$ cat src/rtl/proc_run_ctrl.sv
// proc_run_ctrl
//   Run/step/halt sequencer for the program counter. Turns host debug
//   commands, a decoded HALT instruction and one PC-match breakpoint into
//   the PC block's advance enable and synchronous reset. It also counts
//   the retired instructions, which are the cycles where the PC advanced.
//
// Ports
//   clk          system clock, rising edge
//   rst          asynchronous reset, active low
//   cmd_start    pulse: free-run
//   cmd_stop     pulse: halt
//   cmd_step     pulse: advance exactly one instruction
//   cmd_reset    pulse: reset the processor PC (RST_CYCLES cycles)
//   halt_insn    instruction at pc_i decodes as HALT
//   bp_en        breakpoint enable
//   bp_addr      breakpoint PC (full 32-bit compare)
//   pc_i         current PC
//   proc_run_en  PC advance enable (combinational, same-cycle stop)
//   proc_reset   PC synchronous reset, active high
//   state_o      state register
//   halted_o     high in HALT
//   busy_o       high in RST_SEQ, RUN, STEP
//   retired_cnt  saturating count of cycles with proc_run_en=1
//
// state   | meaning
// --------+--------------------------------------------------------------
// IDLE  0 | out of reset or reset sequence finished, PC held
// RST_SEQ1| proc_reset asserted, rst_cnt counting down to 0
// RUN   2 | free-running until stop, breakpoint or HALT instruction
// STEP  3 | single advance, then HALT
// HALT  4 | stopped by the debugger, a breakpoint or a HALT instruction
module proc_run_ctrl #(
    parameter int RST_CYCLES = 4,
    parameter int CNT_W      = 32
) (
    input  logic             clk,
    input  logic             rst,
    input  logic             cmd_start,
    input  logic             cmd_stop,
    input  logic             cmd_step,
    input  logic             cmd_reset,
    input  logic             halt_insn,
    input  logic             bp_en,
    input  logic [31:0]      bp_addr,
    input  logic [31:0]      pc_i,
    output logic             proc_run_en,
    output logic             proc_reset,
    output logic [2:0]       state_o,
    output logic             halted_o,
    output logic             busy_o,
    output logic [CNT_W-1:0] retired_cnt
);

    localparam int RC_W = (RST_CYCLES > 1) ? $clog2(RST_CYCLES) : 1;
    localparam logic [RC_W-1:0] RST_LOAD = RC_W'(RST_CYCLES - 1);

    typedef enum logic [2:0] {
        S_IDLE    = 3'd0,
        S_RST_SEQ = 3'd1,
        S_RUN     = 3'd2,
        S_STEP    = 3'd3,
        S_HALT    = 3'd4
    } state_t;

    state_t          state;
    state_t          state_nxt;
    logic [RC_W-1:0] rst_cnt;
    logic [RC_W-1:0] rst_cnt_nxt;
    logic            resume_mask;
    logic            resume_mask_nxt;
    logic            run_stop;

    // The breakpoint and HALT-instruction terms are masked during the first
    // RUN cycle. Without the mask, start would be a no-op while the PC sits
    // on the address that stopped it.
    assign run_stop = cmd_stop ||
                      (((bp_en && (pc_i == bp_addr)) || halt_insn) && !resume_mask);

    always_comb begin
        state_nxt       = state;
        rst_cnt_nxt     = rst_cnt;
        resume_mask_nxt = resume_mask;
        proc_run_en     = 1'b0;
        case (state)
            S_IDLE, S_HALT: begin
                // Command priority is stop > step > start. A stop from
                // IDLE or HALT has no effect, but it still drops the
                // commands below it.
                if (cmd_stop) begin
                    state_nxt = state;
                end else if (cmd_step) begin
                    state_nxt = S_STEP;
                end else if (cmd_start) begin
                    state_nxt       = S_RUN;
                    resume_mask_nxt = 1'b1;
                end
            end
            S_RST_SEQ: begin
                if (rst_cnt == '0) state_nxt = S_IDLE;
                else               rst_cnt_nxt = rst_cnt - 1'b1;
            end
            S_RUN: begin
                proc_run_en     = !run_stop;
                resume_mask_nxt = 1'b0;
                if (run_stop) state_nxt = S_HALT;
            end
            S_STEP: begin
                proc_run_en = !cmd_stop;
                state_nxt   = S_HALT;
            end
            default: begin
                state_nxt       = S_IDLE;
                resume_mask_nxt = 1'b0;
            end
        endcase
        if (cmd_reset) begin
            state_nxt       = S_RST_SEQ;
            rst_cnt_nxt     = RST_LOAD;
            resume_mask_nxt = 1'b0;
        end
    end

    always_ff @(posedge clk or negedge rst) begin
        if (!rst) begin
            state       <= S_IDLE;
            rst_cnt     <= '0;
            resume_mask <= 1'b0;
            proc_reset  <= 1'b0;
            halted_o    <= 1'b0;
            busy_o      <= 1'b0;
            retired_cnt <= '0;
        end else begin
            state       <= state_nxt;
            rst_cnt     <= rst_cnt_nxt;
            resume_mask <= resume_mask_nxt;
            // Flags are decoded from the next state, so they stay aligned
            // with the state register without adding decode glitches.
            proc_reset  <= (state_nxt == S_RST_SEQ);
            halted_o    <= (state_nxt == S_HALT);
            busy_o      <= (state_nxt == S_RST_SEQ) || (state_nxt == S_RUN) ||
                           (state_nxt == S_STEP);
            if (cmd_reset)
                retired_cnt <= '0;
            else if (proc_run_en && (retired_cnt != '1))
                retired_cnt <= retired_cnt + 1'b1;
        end
    end

    assign state_o = state;

endmodule

$ cat config.mk
export PLATFORM = sky130hd
export DESIGN_NAME = proc_run_ctrl
export DESIGN_NICKNAME = d
export VERILOG_FILES = /design/src/rtl/proc_run_ctrl.sv
export SDC_FILE = /design/constraint.sdc
export NUM_CORES = 1
export LEC_CHECK = 0
export CAP_MARGIN = 20
export CORE_UTILIZATION = 31
export DETAILED_ROUTE_END_ITERATION = 8
export PLACE_DENSITY_LB_ADDON = 0.3
export SLEW_MARGIN = 20
export SYNTH_ARGS = -nofsm -noshare
export SYNTH_HDL_FRONTEND = slang
export SYNTH_SLANG_ARGS = --single-unit
$ cat constraint.sdc
create_clock -name clk -period 2.4 [get_ports clk]
set_input_delay 0.48 -clock clk [delete_from_list [all_inputs] [get_ports clk]]
set_output_delay 0.48 -clock clk [all_outputs]
set_load 0.005 [all_outputs]
==> results of run 1 <==
==> cell families (layout without fill, tap and decap cells) <==
group                    count (synthesis)  after routing
XOR/XNOR                                33             33
buffers and inverters                   22            175
multiplexers                            15             15
AO/OA/AOI/OAI                           48             48
adder cells (fa/ha/maj)                  2              2
AND/OR/NAND/NOR                        168            168
flip-flops                              41             41
==> power by group through the flow <==
stage | registers (mW) | logic [mW] | clock network [mW]
global placement | 0.743 | 0.401 | 0
floorplan | 0.748 | 0.158 | 0
detailed placement | 0.743 | 0.407 | 0
CTS | 0.730 | 0.431 | 0.681
finish | 0.730 | 0.451 | 0.662
global route | 0.733 | 0.491 | 0.702
==> per-stage QoR <==
step | TNS, ns | worst slack (ns) | instances | power [mW] | utilization (%)
floorplan | 0 | 0.236 | 329 | 0.906 | -
detailed placement | -9.92 | -0.463 | 571 | 1.15 | 48.9
CTS | 0 | 0.000369 | 586 | 1.84 | 51.7
finish | -0.0301 | -0.0301 | 590 | 1.84 | 53.8
global placement | -10.07 | -0.478 | 571 | 1.14 | 48.9
global route | -0.0722 | -0.0706 | 590 | 1.93 | 53.8
==> cells in the final DEF, fill, tap and decap left out, drive strengths merged, types with 6 or more instances in the layout <==
master | netlist | routed
dfrtp | 41 | 41
dlymetal6s2s | 0 | 24
nand2 | 22 | 22
xnor2 | 32 | 32
nor3 | 12 | 12
or3 | 17 | 17
buf | 1 | 52
mux2 | 13 | 13
clkdlybuf4s50 | 0 | 72
nand2b | 6 | 6
nand3 | 10 | 10
and3 | 8 | 8
nor4 | 7 | 7
a21oi | 19 | 19
nor2b | 14 | 14
nor2 | 26 | 26
o31ai | 7 | 7
nand4 | 25 | 25
inv | 7 | 7
dlygate4sd2 | 0 | 12
or4 | 8 | 8
o21ai | 14 | 14
==> routing by layer <==
metal	share of wire [%]	vias up	wire (um)	GRT usage, %
li1	-	1509	-	-
met1	41	1467	3840	24.3
met2	53	66	4900	33.8
met3	3.4	21	318	2.86
met4	2.1	0	196	4.90
met5	0	-	0	0
==> area by class of cell <==
| class | count | area (sq um) |
|---|---|---|
| clock inverters | 3 | 65.1 |
| fillers | 833 | 4090 |
| repair buffers | 160 | 1520 |
| flip-flops and latches | 41 | 1030 |
| inverters | 7 | 26.3 |
| clock buffers | 5 | 68.8 |
| well taps | 108 | 135 |
| multi-input cells | 266 | 1920 |
==> what timing repair did <==
item	CTS	global route
resized for setup	28	40
endpoints found under the setup margin	18	24
hold endpoints to repair	0	0
setup buffers	7	4
pin swaps	15	19
==> critical path, cell delays in order <==
cell and delay [ns]:
clkdlybuf4s50_1 0.43, xnor2_1 0.24, nand4_1 0.16, nor4_2 0.23
and4_1 0.23, nor2_1 0.05, buf_2 0.13
==> worst max path at each step <==
stage	to	cells past startpoint	slack (ns)	from
CTS	proc_run_en	7	0.0004	bp_addr[9]
global placement	proc_run_en	7	-0.48	bp_addr[25]
global route	proc_run_en	7	-0.07	bp_addr[6]
detailed placement	proc_run_en	7	-0.46	bp_addr[12]
finish	proc_run_en	7	-0.03	bp_addr[6]
floorplan	retired_cnt[28]	7	0.24	retired_cnt[0]
==> registers in the layout, indices dropped and copies added (netlist names) <==
signal       cells
halted_o         1
proc_reset       1
state_o          3
rst_cnt          2
retired_cnt     32
resume_mask      1
busy_o           1
==> results.toml, run 1 <==
[power]
swShare_pct = 24.3
seq_power_share_pct = 39.6
powerDensity_nw_per_um2 = 387
switchingPower_mw = 0.447
p_comb_share_pct = 24.5
power.clock.fraction_pct = 35.9
p_leak_nw = 2.09
vdd_ir_drop_max_mv = 0.213
p_int_mw = 1.39

[run_status]
status = "finished with violations"
violations = "design-rule violations, negative setup slack"

[timing]
timing.hold.ws_ns = 0.0916
final.setup.worst_slack_ns = -0.0301
period_share_pct = 101
post-route-min-period_ns = 2.43
maxSlewViolCount = 0
max_freq_mhz = 412
slew_headroom_pct = 57.8
tightest_slew_ns = 0.624
setup_viol_count_final = 1
skew_ns = 0.00853
hold_violations = 0

[logic_synthesis]
synth-edff-count = 0
yosys.cell_count.top_type = "dfrtp_1"
synth_top_family_by_area = "simple AND/OR/NAND/NOR gates"
ys_warn_count = 0
ys_top_cells_by_area = "dfrtp_1 36%, xnor2_1 9.8%, nand4_1 5.2%"
synth_flop_cell = "dfrtp_1"
synth_seq_cells = 41
syn-instance-count = 329
synth_xor_area_share_pct = 10.1
synth_mux_area_share_pct = 5.81
syn_area_per_cell_sq_um = 8.71
synth.distinct_cells = 45
synth_nets = 403
async_flop_share_pct = 100
netlist_area_sq_um = 2860
synth_area_leader_cell = "dfrtp_1"
yosys.area_share.adder_pct = 0.874
ys_top_cells_by_count = "41 x dfrtp_1, 32 x xnor2_1, 26 x nor2_1"
synth_compound_area_share_pct = 10.0
synth-seq-area-share_pct = 35.8
yosys.area.top_type_share_pct = 35.8
yosys.area_share.simple_pct = 34.3

[worst_setup_path]
reg2regPathDepth = 7
r2r_end = "retired_cnt[28]"
worstPathArrival_ns = 1.95
cp_data_required_time_ns = 1.92
critPathKind = "in -> out"
cp_max_fo = 2
regToRegSetupSlack_ns = 0.12
rr_startpoint = "retired_cnt[0]"
endpoint_kind = "output port"
worstSetupStartpointType = "input port"

[detailed_routing]
routed_via_density = 5.19
drt-total-wl_um = 9250
drc = 2
drtPass1Iterations = 6
post_drt_wl_per_cell_um = 15.7
ant_nets = 0
via_count = 3063
drt_iter0_drc = 93

[clock_network]
clk_latency_ns = 0.30
cts_buffer_depth = 2
tritoncts = "built"
ctsHoldBuffers = 0
cts.sinks = 41
cts_root_buf = "clkbuf_8"
htree_levels = 2
cts-buffers-inserted = 5
cts.clk_slew.worst_paths_ns = 0.08

[cells_and_area]
area_growth_pct = 66.3
drive_above_1_share_pct = 23.0
final_cell_area_sq_um = 4760
diodes = 0
final_nets = 555

[place]
hpwlAfterDp_um = 6780
gp_congestion = 0.836
placed_area_sq_um = 4320
port_buffers = 110

[global_route]
grt_max_degree = 44
first_global_vias = 3017
grt-ovfl-total = 0
antenna_found_initial = 0
grt_pass1_wl_um = 14800
grt_use_total_pct = 19.1

[flow_run]
max_cap_violations = 0

[die]
die_h_um = 98.1
rows = 34
core-area_sq_um = 8850
initial_core_util_pct = 32.4
fp.dieW_um = 98.1
dieArea_sq_um = 9630
io_pins = 111

[worst_hold_path]
hp-class = "in -> async"
(Power assumes the default switching activity.)
==> run 2, diff against run 1 <==
- CAP_MARGIN: 20 -> default
==> results of run 2 <==
The final DEF is identical to that of run 1; final timing and power are the same.
